$ cat config.mk
export PLATFORM = sky130hd
export DESIGN_NAME = usb_utm_bus_ctrl
export DESIGN_NICKNAME = d
export VERILOG_FILES = /design/src/rtl/usb_utmi_pkg.sv /design/src/rtl/usb_run_cnt.sv /design/src/rtl/usb_utm_bus_ctrl.sv
export SDC_FILE = /design/constraint.sdc
export NUM_CORES = 1
export LEC_CHECK = 0
export ABC_AREA = 1
export BUFFER_PORTS_ARGS = -buffer_cell sky130_fd_sc_hd__buf_2
export CORE_MARGIN = 5
export CORE_UTILIZATION = 40
export CTS_CLUSTER_SIZE = 25
export DETAILED_ROUTE_END_ITERATION = 10
export SYNTH_ARGS = -nofsm -noshare
export SYNTH_HDL_FRONTEND = slang
export SYNTH_SLANG_ARGS = --single-unit
$ cat constraint.sdc
create_clock -name clk -period 1.8 [get_ports clk]
set_input_delay 0 -clock clk [delete_from_list [all_inputs] [get_ports clk]]
set_output_delay 0 -clock clk [all_outputs]
set_load 0.02 [all_outputs]
$ cat src/rtl/usb_utmi_pkg.sv
// Shared UTMI types and full-speed bus timing constants (48 MHz, 4x oversampled domain).
package usb_utmi_pkg;

  typedef enum logic [1:0] {
    UTMI_LS_SE0 = 2'b00,
    UTMI_LS_DJ  = 2'b01,
    UTMI_LS_DK  = 2'b10,
    UTMI_LS_SE1 = 2'b11
  } utmi_line_state_t;

  typedef enum logic [1:0] {
    ACTIVE    = 2'd0,
    BUS_RESET = 2'd1,
    SUSPEND   = 2'd2,
    RESUME    = 2'd3
  } usb_bus_state_t;

  // 2.5 us of SE0, 3 ms of idle J, 2 FS bit times of gap
  localparam int USB_FS_RESET_CYCLES   = 120;
  localparam int USB_FS_SUSPEND_CYCLES = 144000;
  localparam int USB_FS_IPG_CYCLES     = 8;

endpackage

$ cat src/rtl/usb_run_cnt.sv
// Saturating run-length counter: counts consecutive enabled cycles up to LIMIT.
module usb_run_cnt #(
  parameter int LIMIT = 8
) (
  input  logic clk,
  input  logic rst,
  input  logic en,
  input  logic clr,
  output logic hit,
  output logic sat
);

  localparam int W = $clog2(LIMIT + 1);

  logic [W-1:0] cnt;

  always_ff @(posedge clk or posedge rst) begin
    if (rst) begin
      cnt <= '0;
    end else if (clr || !en) begin
      cnt <= '0;
    end else if (cnt != W'(LIMIT)) begin
      cnt <= cnt + 1'b1;
    end
  end

  // hit marks the sample that completes the LIMIT-long run
  assign hit = en && (cnt == W'(LIMIT - 1));
  assign sat = (cnt == W'(LIMIT));

endmodule

$ cat src/rtl/usb_utm_bus_ctrl.sv
// Full-speed bus state tracker (reset/suspend/resume) and half-duplex transmitter arbiter.
module usb_utm_bus_ctrl
  import usb_utmi_pkg::*;
#(
  parameter int RESET_CYCLES   = USB_FS_RESET_CYCLES,
  parameter int SUSPEND_CYCLES = USB_FS_SUSPEND_CYCLES,
  parameter int IPG_CYCLES     = USB_FS_IPG_CYCLES
) (
  input  logic             clk,
  input  logic             rst,
  input  utmi_line_state_t line_state,
  input  logic             rx_active,
  input  logic             tx_active,
  input  logic             tx_req,
  output logic             tx_gnt,
  output logic             suspend_m,
  output logic             usb_reset,
  output logic             resume_det,
  output usb_bus_state_t   bus_state
);

  usb_bus_state_t state, state_next;
  logic se0_en, idle_en, gap_en, cnt_clr;
  logic se0_hit, se0_sat, idle_hit, idle_sat, gap_hit, gap_sat;
  logic gnt_next, resume_next;
  logic unused_flags;

  assign se0_en  = (line_state == UTMI_LS_SE0);
  assign idle_en = (line_state == UTMI_LS_DJ) && !rx_active && !tx_active;
  assign gap_en  = !rx_active && !tx_active;
  assign cnt_clr = (state == BUS_RESET) && (state_next == ACTIVE);

  usb_run_cnt #(.LIMIT(RESET_CYCLES)) u_se0_cnt (
    .clk (clk),
    .rst (rst),
    .en  (se0_en),
    .clr (cnt_clr),
    .hit (se0_hit),
    .sat (se0_sat)
  );

  usb_run_cnt #(.LIMIT(SUSPEND_CYCLES)) u_idle_cnt (
    .clk (clk),
    .rst (rst),
    .en  (idle_en),
    .clr (cnt_clr),
    .hit (idle_hit),
    .sat (idle_sat)
  );

  usb_run_cnt #(.LIMIT(IPG_CYCLES)) u_gap_cnt (
    .clk (clk),
    .rst (rst),
    .en  (gap_en),
    .clr (1'b0),
    .hit (gap_hit),
    .sat (gap_sat)
  );

  assign unused_flags = ^{se0_sat, idle_sat, gap_hit};

  always_comb begin
    state_next = state;
    unique case (state)
      ACTIVE: begin
        if (se0_hit)       state_next = BUS_RESET;
        else if (idle_hit) state_next = SUSPEND;
      end
      BUS_RESET: begin
        if (line_state != UTMI_LS_SE0) state_next = ACTIVE;
      end
      SUSPEND: begin
        if (se0_hit)                         state_next = BUS_RESET;
        else if (line_state == UTMI_LS_DK)   state_next = RESUME;
      end
      RESUME: begin
        // K and short SE0 (resume EOP) keep us here
        if (se0_hit)                         state_next = BUS_RESET;
        else if (line_state == UTMI_LS_DJ)   state_next = ACTIVE;
      end
      default: state_next = ACTIVE;
    endcase
  end

  always_comb begin
    gnt_next = 1'b0;
    // grant is dropped on the very edge that leaves ACTIVE
    if (state == ACTIVE && state_next == ACTIVE) begin
      if (tx_gnt) gnt_next = tx_req;
      else        gnt_next = tx_req && !rx_active && gap_sat;
    end
    resume_next = (state_next == RESUME) && (state != RESUME);
  end

  always_ff @(posedge clk or posedge rst) begin
    if (rst) begin
      state      <= ACTIVE;
      tx_gnt     <= 1'b0;
      resume_det <= 1'b0;
    end else begin
      state      <= state_next;
      tx_gnt     <= gnt_next;
      resume_det <= resume_next;
    end
  end

  assign suspend_m = (state != SUSPEND);
  assign usb_reset = (state == BUS_RESET);
  assign bus_state = state;

endmodule

## Word level (Yosys, flattened, before mapping)

Cells that the tools add are included.

- Reduce and logical (&&, ||, !) cells: 22
- $add $sub $neg: 3
- Mux-type cells: 16
- Equality and inequality tests: 15

Operator list:

| cell | number |
|---|---|
| 18-bit 2-to-1 mux | 2 |
| 18-bit by 1-bit adder with 18-bit output, second input constant | 1 |
| 18-bit == test, second input constant | 1 |
| 18-bit != test, second input constant | 1 |
| 2-bit 2-to-1 mux | 7 |
| 7-bit 2-to-1 mux | 2 |
| 1-bit logical AND | 10 |
| 2-bit == test, second input constant | 4 |
| 4-bit 2-to-1 mux | 2 |
| 2-bit case mux with 4 select lines | 1 |
| 7-bit by 1-bit adder with 7-bit output, second input constant | 1 |
| 7-bit == test, second input constant | 1 |
| 7-bit != test, second input constant | 1 |
| 2-bit logical NOT | 3 |
| 2-bit nonzero test | 3 |
| 4-bit by 1-bit adder with 4-bit output, second input constant | 1 |
| 2-bit by 1-bit == test with 1-bit output, second input constant | 2 |
| 4-bit == test, second input constant | 1 |
| 1-bit logical NOT | 4 |
| 2-bit != test, second input constant | 2 |
| 4-bit != test, second input constant | 1 |
| 1-bit logical OR | 2 |
| 1-bit 2-to-1 mux | 2 |
| 2-bit by 1-bit != test with 1-bit output, second input constant | 1 |

- Output and inout port bits: 6
- Register bits after elaboration: 33

## Depth between registers and ports, before layout

- Word-level depth: 11
- Mapped depth: 11

## Cells and area by module

Synthesis repeated with hierarchy kept, for this count alone.

- Cell total of the unflattened synthesis: 292
- Area, all modules: 2128.3 µm²

By module, submodules not included:

| module | cells each | sequential area each (µm²) | area an instance (µm²) | times used |
|---|---|---|---|---|
| usb_run_cnt at u_idle_cnt | 165 | 450.4 | 1182.4 | 1 |
| usb_run_cnt at u_se0_cnt | 51 | 175.2 | 420.4 | 1 |
| usb_utm_bus_ctrl | 44 | 100.1 | 279.0 | 1 |
| usb_run_cnt at u_gap_cnt | 32 | 100.1 | 246.5 | 1 |

## Worst setup path after synthesis

No wires, ideal clock.

- Kind: reg-to-reg
- From: register state[0] (netlist: bus_state[0])
- To: register u_idle_cnt.cnt[7]
- Library setup time: 0.120 ns
- Path slack: 0.266 ns
- Period minus slack after synthesis: 1.534 ns
- Cell stages (with the launch flop): 7
- Buffers on the path: 1
- Data arrival time: 1.414 ns
- Cells stage by stage: dfrtp_1 inv_1 nor2_1 nand3_2 nand2_4 buf_12 nor2_2

- Elaborated cells on any way between the ends: 17
- Classes of those cells: eq/ne (3); mux (9); reduce/logical (5)

RTL lines:

| element | line | text |
|---|---|---|
| from (decl) | usb_utm_bus_ctrl.sv:22 | `usb_bus_state_t state, state_next;` |
| from (signal assigned) | usb_utm_bus_ctrl.sv:101 | `state <= state_next;` |
| 2-bit by 1-bit == test with 1-bit output * | -- |  |
| named net usb_reset | usb_utm_bus_ctrl.sv:17 | `output logic usb_reset,` |
| 2-bit case mux with 4 select lines | usb_utm_bus_ctrl.sv:64 | `unique case (state)` |
| 2-bit logical NOT | usb_utm_bus_ctrl.sv:31 | `assign cnt_clr = (state == BUS_RESET) && (state_next == ACTIVE);` |
| 1-bit logical AND * | usb_utm_bus_ctrl.sv:31 |  |
| 1-bit logical OR * | usb_run_cnt.sv:20 | `end else if (clr \|\| !en) begin` |
| 18-bit 2-to-1 mux or 2-bit nonzero test (tied branches) | -- |  |
| to (signal assigned) | usb_run_cnt.sv:23 | `cnt <= cnt + 1'b1;` |
| to (decl) | usb_run_cnt.sv:15 | `logic [W-1:0] cnt;` |

Mark *: on every way through the listed nets, which the timed path passes. The rest lies on a longest branch.
A chain may end at the register's enable or synchronous reset.

## Worst setup path after layout

- From: register u_gap_cnt.cnt[0]
- To: register u_gap_cnt.cnt[2]

- Word-level cells in the longest chain between the ends: 3
- Elaborated cells on any way between the ends: 5
- Classes of those cells: add/sub (1); eq/ne (2); mux (2)

Ends and longest elaborated chain:

| element | line | text |
|---|---|---|
| from (decl) | usb_run_cnt.sv:15 |  |
| from (signal assigned) | usb_run_cnt.sv:23 |  |
| 4-bit by 1-bit adder with 4-bit output | usb_run_cnt.sv:23 |  |
| 4-bit 2-to-1 mux | usb_run_cnt.sv:22 | `end else if (cnt != W'(LIMIT)) begin` |
| 4-bit 2-to-1 mux | usb_run_cnt.sv:20 |  |

Several ways; a longest one is shown, not always the timed one. The select of a mux whose other input is x is not followed.

==> impl_results.md <==
- Status: finished clean
- WP data required: 1980 ps
- Fillers: 431
- Clock Sinks: 33
- Via/cell ratio: 4.714
- DRC: 0
- Aggregate routed wire length: 3.406 mm
- Final hold vios: 0
- Yosys warnings: 0
- Site Rows: 24
- Router iterations before antenna repair: 6
- Die area: 6093 um2
- Final setup fails: 0
- CP Capture Type: flip-flop
- Achievable clock frequency: 0.5831 GHz
- Sequence of cells on the critical path: inv_1 > ha_1 > inv_1 > nor2_1 > nand2_2 > inv_1 > nor4_2 > dlygate4sd3_1
- Final RePlAce weighted congestion: 0.8028
- Register bit count reported by yosys: 33
- Synthesized area: 1853 um2
- DP Wirelength: 2.473 mm
- Ys async rst share: 100.0%
- Tmin final: 1715 ps
- Hold endpoint: u_gap_cnt.cnt[3]
- Layout cells sized above 1: 18.47%
- Most Frequent Cell on Critical Path: inv_1
- Sequential-to-total area share from yosys stat: 44.56%
- H-tree levels: 2
- Num CTS Buffers: 5
- Die width: 78.06 um
- WHS Path Cells: 4
- Worst path bufs/invs: 4
- Syn Inst Count: 225
- Syn-to-layout area delta: 14.52%
- Initial Util: 41.98%
- Design Area, Final: 2122 um2
- Aggregate global routing overflow: 0
- Initial antenna violation count: 0
- Worst slack at placement: 154.7 ps
- FF-to-FF path depth: 8
- Critical Path Fanout Max: 4
- Fin nets: 261
- DP Area: 1966 um2
- Largest net degree at the start of global routing: 34
- Worst-path clk slew: 70 ps
- Setup crit start kind: flip-flop
- Mapped Nets: 238
- Crit share post-route: 95.28%
- Critical path arrival: 1890 ps
- Power Density: 658.4 nW/um2
- Worst flop-to-flop path startpoint: u_gap_cnt.cnt[0]
- Top-Level Pins: 13
- Leakage power: 0.9534 nW
- 1st-iter DRT viols: 48
- First-pass GRT wire length: 6.189 mm
- CTS tree: done
- CTS max path bufs: 2
- Port Buf Inserts: 12
- CP delay by family, top: buffers and inverters
- Main flop type after synthesis: dfrtp_1
- Cell variety after synth: 24
- GR Util All Layers: 12.29%
- CTS Root Cell: clkbuf_8
- CP peak stage delay: 560 ps
- MaxCap Viol Count: 0
- # Post-CTS Setup Buffers: 0
- Hold_sp: rx_active
- Most common cell after layout, fill and taps aside: nor2_1
- Skew-Pair Late Insertion Delay: 290 ps
- Number of global-route vias before repair: 1455
- EDFF count, synth: 0
- Slew margin rel.: 72.43%
- Crit Path Category: flip-flop to flip-flop
- Peak supply drop: 0.0003169 V
- Ant diodes: 0
- Fin Clk Skew: 12.31 ps
- Worst Tran Pin Value: 413.5 ps
- Final Worst Setup Slack: 84.93 ps
- Die H: 78.06 um
- Commonest cells after routing, fill and taps aside: 35 x nor2_1, 33 x nand2_1, 33 x dfrtp_1
- Max-slew violation count: 0
- Remaining antenna violation count: 0
- DR vias: 1419
- Core box area: 4414 um2
- Avg Inst Size Synth: 8.236 um2
- Hold Path Class: primary input to flip-flop
- Flop-to-flop setup slack: 80 ps
- Cell at the slowest stage of the critical path: dlygate4sd3_1
- FF-to-FF End: u_gap_cnt.cnt[2]
- Routed WL per cell: 11.32 um
==> routing by layer <==
metal	part of all wire (%)	up-vias	wire length [um]	GRT usage (%)
met5	0	-	0	0
met3	2.9	4	100	3.661
met2	47	9	1607	19.12
li1	-	747	-	-
met1	49	659	1665	16.08
met4	1.0	0	34	4.730
==> Yosys cell counts, drive strengths merged (3+ instances only) <==
library cell  number  area (um2)
xnor2              3       26.28
xor2              16       140.1
nor2              52       250.2
ha                 6       75.07
o21ai              8       40.04
nor3               6       30.03
nand3             20       105.1
dfrtp             33       825.8
nand2             37       151.4
inv               33       123.9
==> final cells by class <==
class                   instances  area, um2  area share [%]
clock buffers                   6      82.58           3.892
clock inverters                 2      13.76          0.6486
inverters                      33      123.9           5.837
multi-input cells             158      903.4           42.57
flip-flops and latches         33      825.8           38.92
well taps                      52      65.06           3.066
repair buffers                 17      107.6           5.071
==> power breakdown <==
group	switching (mW)	internal, mW
Sequential	0.00370	0.746
Clock	0.274	0.309
Combinational	0.0428	0.0213
Total	0.320	1.08
==> logic make-up after synthesis <==
logic type	count (synthesis)	synth area share, %
AOI/OAI and AO/OA	14	4.322
adders and majority gates	6	4.051
buffers and inverters	34	7.765
DFF	33	44.56
xor gates and xnor gates	19	8.980
and+or+nand+nor	119	30.32
==> tightest hold or removal path: stages <==
cell and delay [ps]:
buf_2 120, nor2_2 70, o21ai_0 80, a21oi_1 40
==> registers in the layout, summed over array words and instances (netlist names) <==
name and cells:
bus_state 2, resume_det 1, tx_gnt 1, u_gap_cnt.cnt 4
u_idle_cnt.cnt 18, u_se0_cnt.cnt 7
==> worst max path at each step <==
stage / start / end / slack, ps / depth (start not counted)
after global routing: u_gap_cnt.cnt[0] / u_gap_cnt.cnt[2] / -80 / 8
after detailed placement: u_se0_cnt.cnt[0] / u_idle_cnt.cnt[14] / 150 / 9
final: u_gap_cnt.cnt[0] / u_gap_cnt.cnt[2] / 80 / 8
after global placement: u_idle_cnt.cnt[0] / u_idle_cnt.cnt[12] / 180 / 9
after CTS: u_gap_cnt.cnt[0] / u_gap_cnt.cnt[2] / 90 / 8
after floorplan: bus_state[0] / u_idle_cnt.cnt[7] / 270 / 6
==> timing repair <==
action,4_1_cts,5_1_grt
setup endpoints to repair,0,10
endpoints found under the hold margin,35,0
hold buffers,4,0
gates resized for setup,0,4
==> metrics by stage <==
step / total power [mW] / std cells / setup TNS, ps / hold WS [ps] / utilization, %
detailed placement: 0.8220 / 289 / 0 / 108.2 / 44.53
global placement: 0.8216 / 289 / 0 / 113.5 / 44.53
CTS: 1.416 / 301 / 0 / 21.36 / 47.62
global route: 1.460 / 301 / -84.17 / 88.35 / 48.07
floorplan: 0.8031 / 225 / 0 / 70.68 / -
finish: 1.397 / 301 / 0 / 64.42 / 48.07
Power figures use the tool's default switching activity.
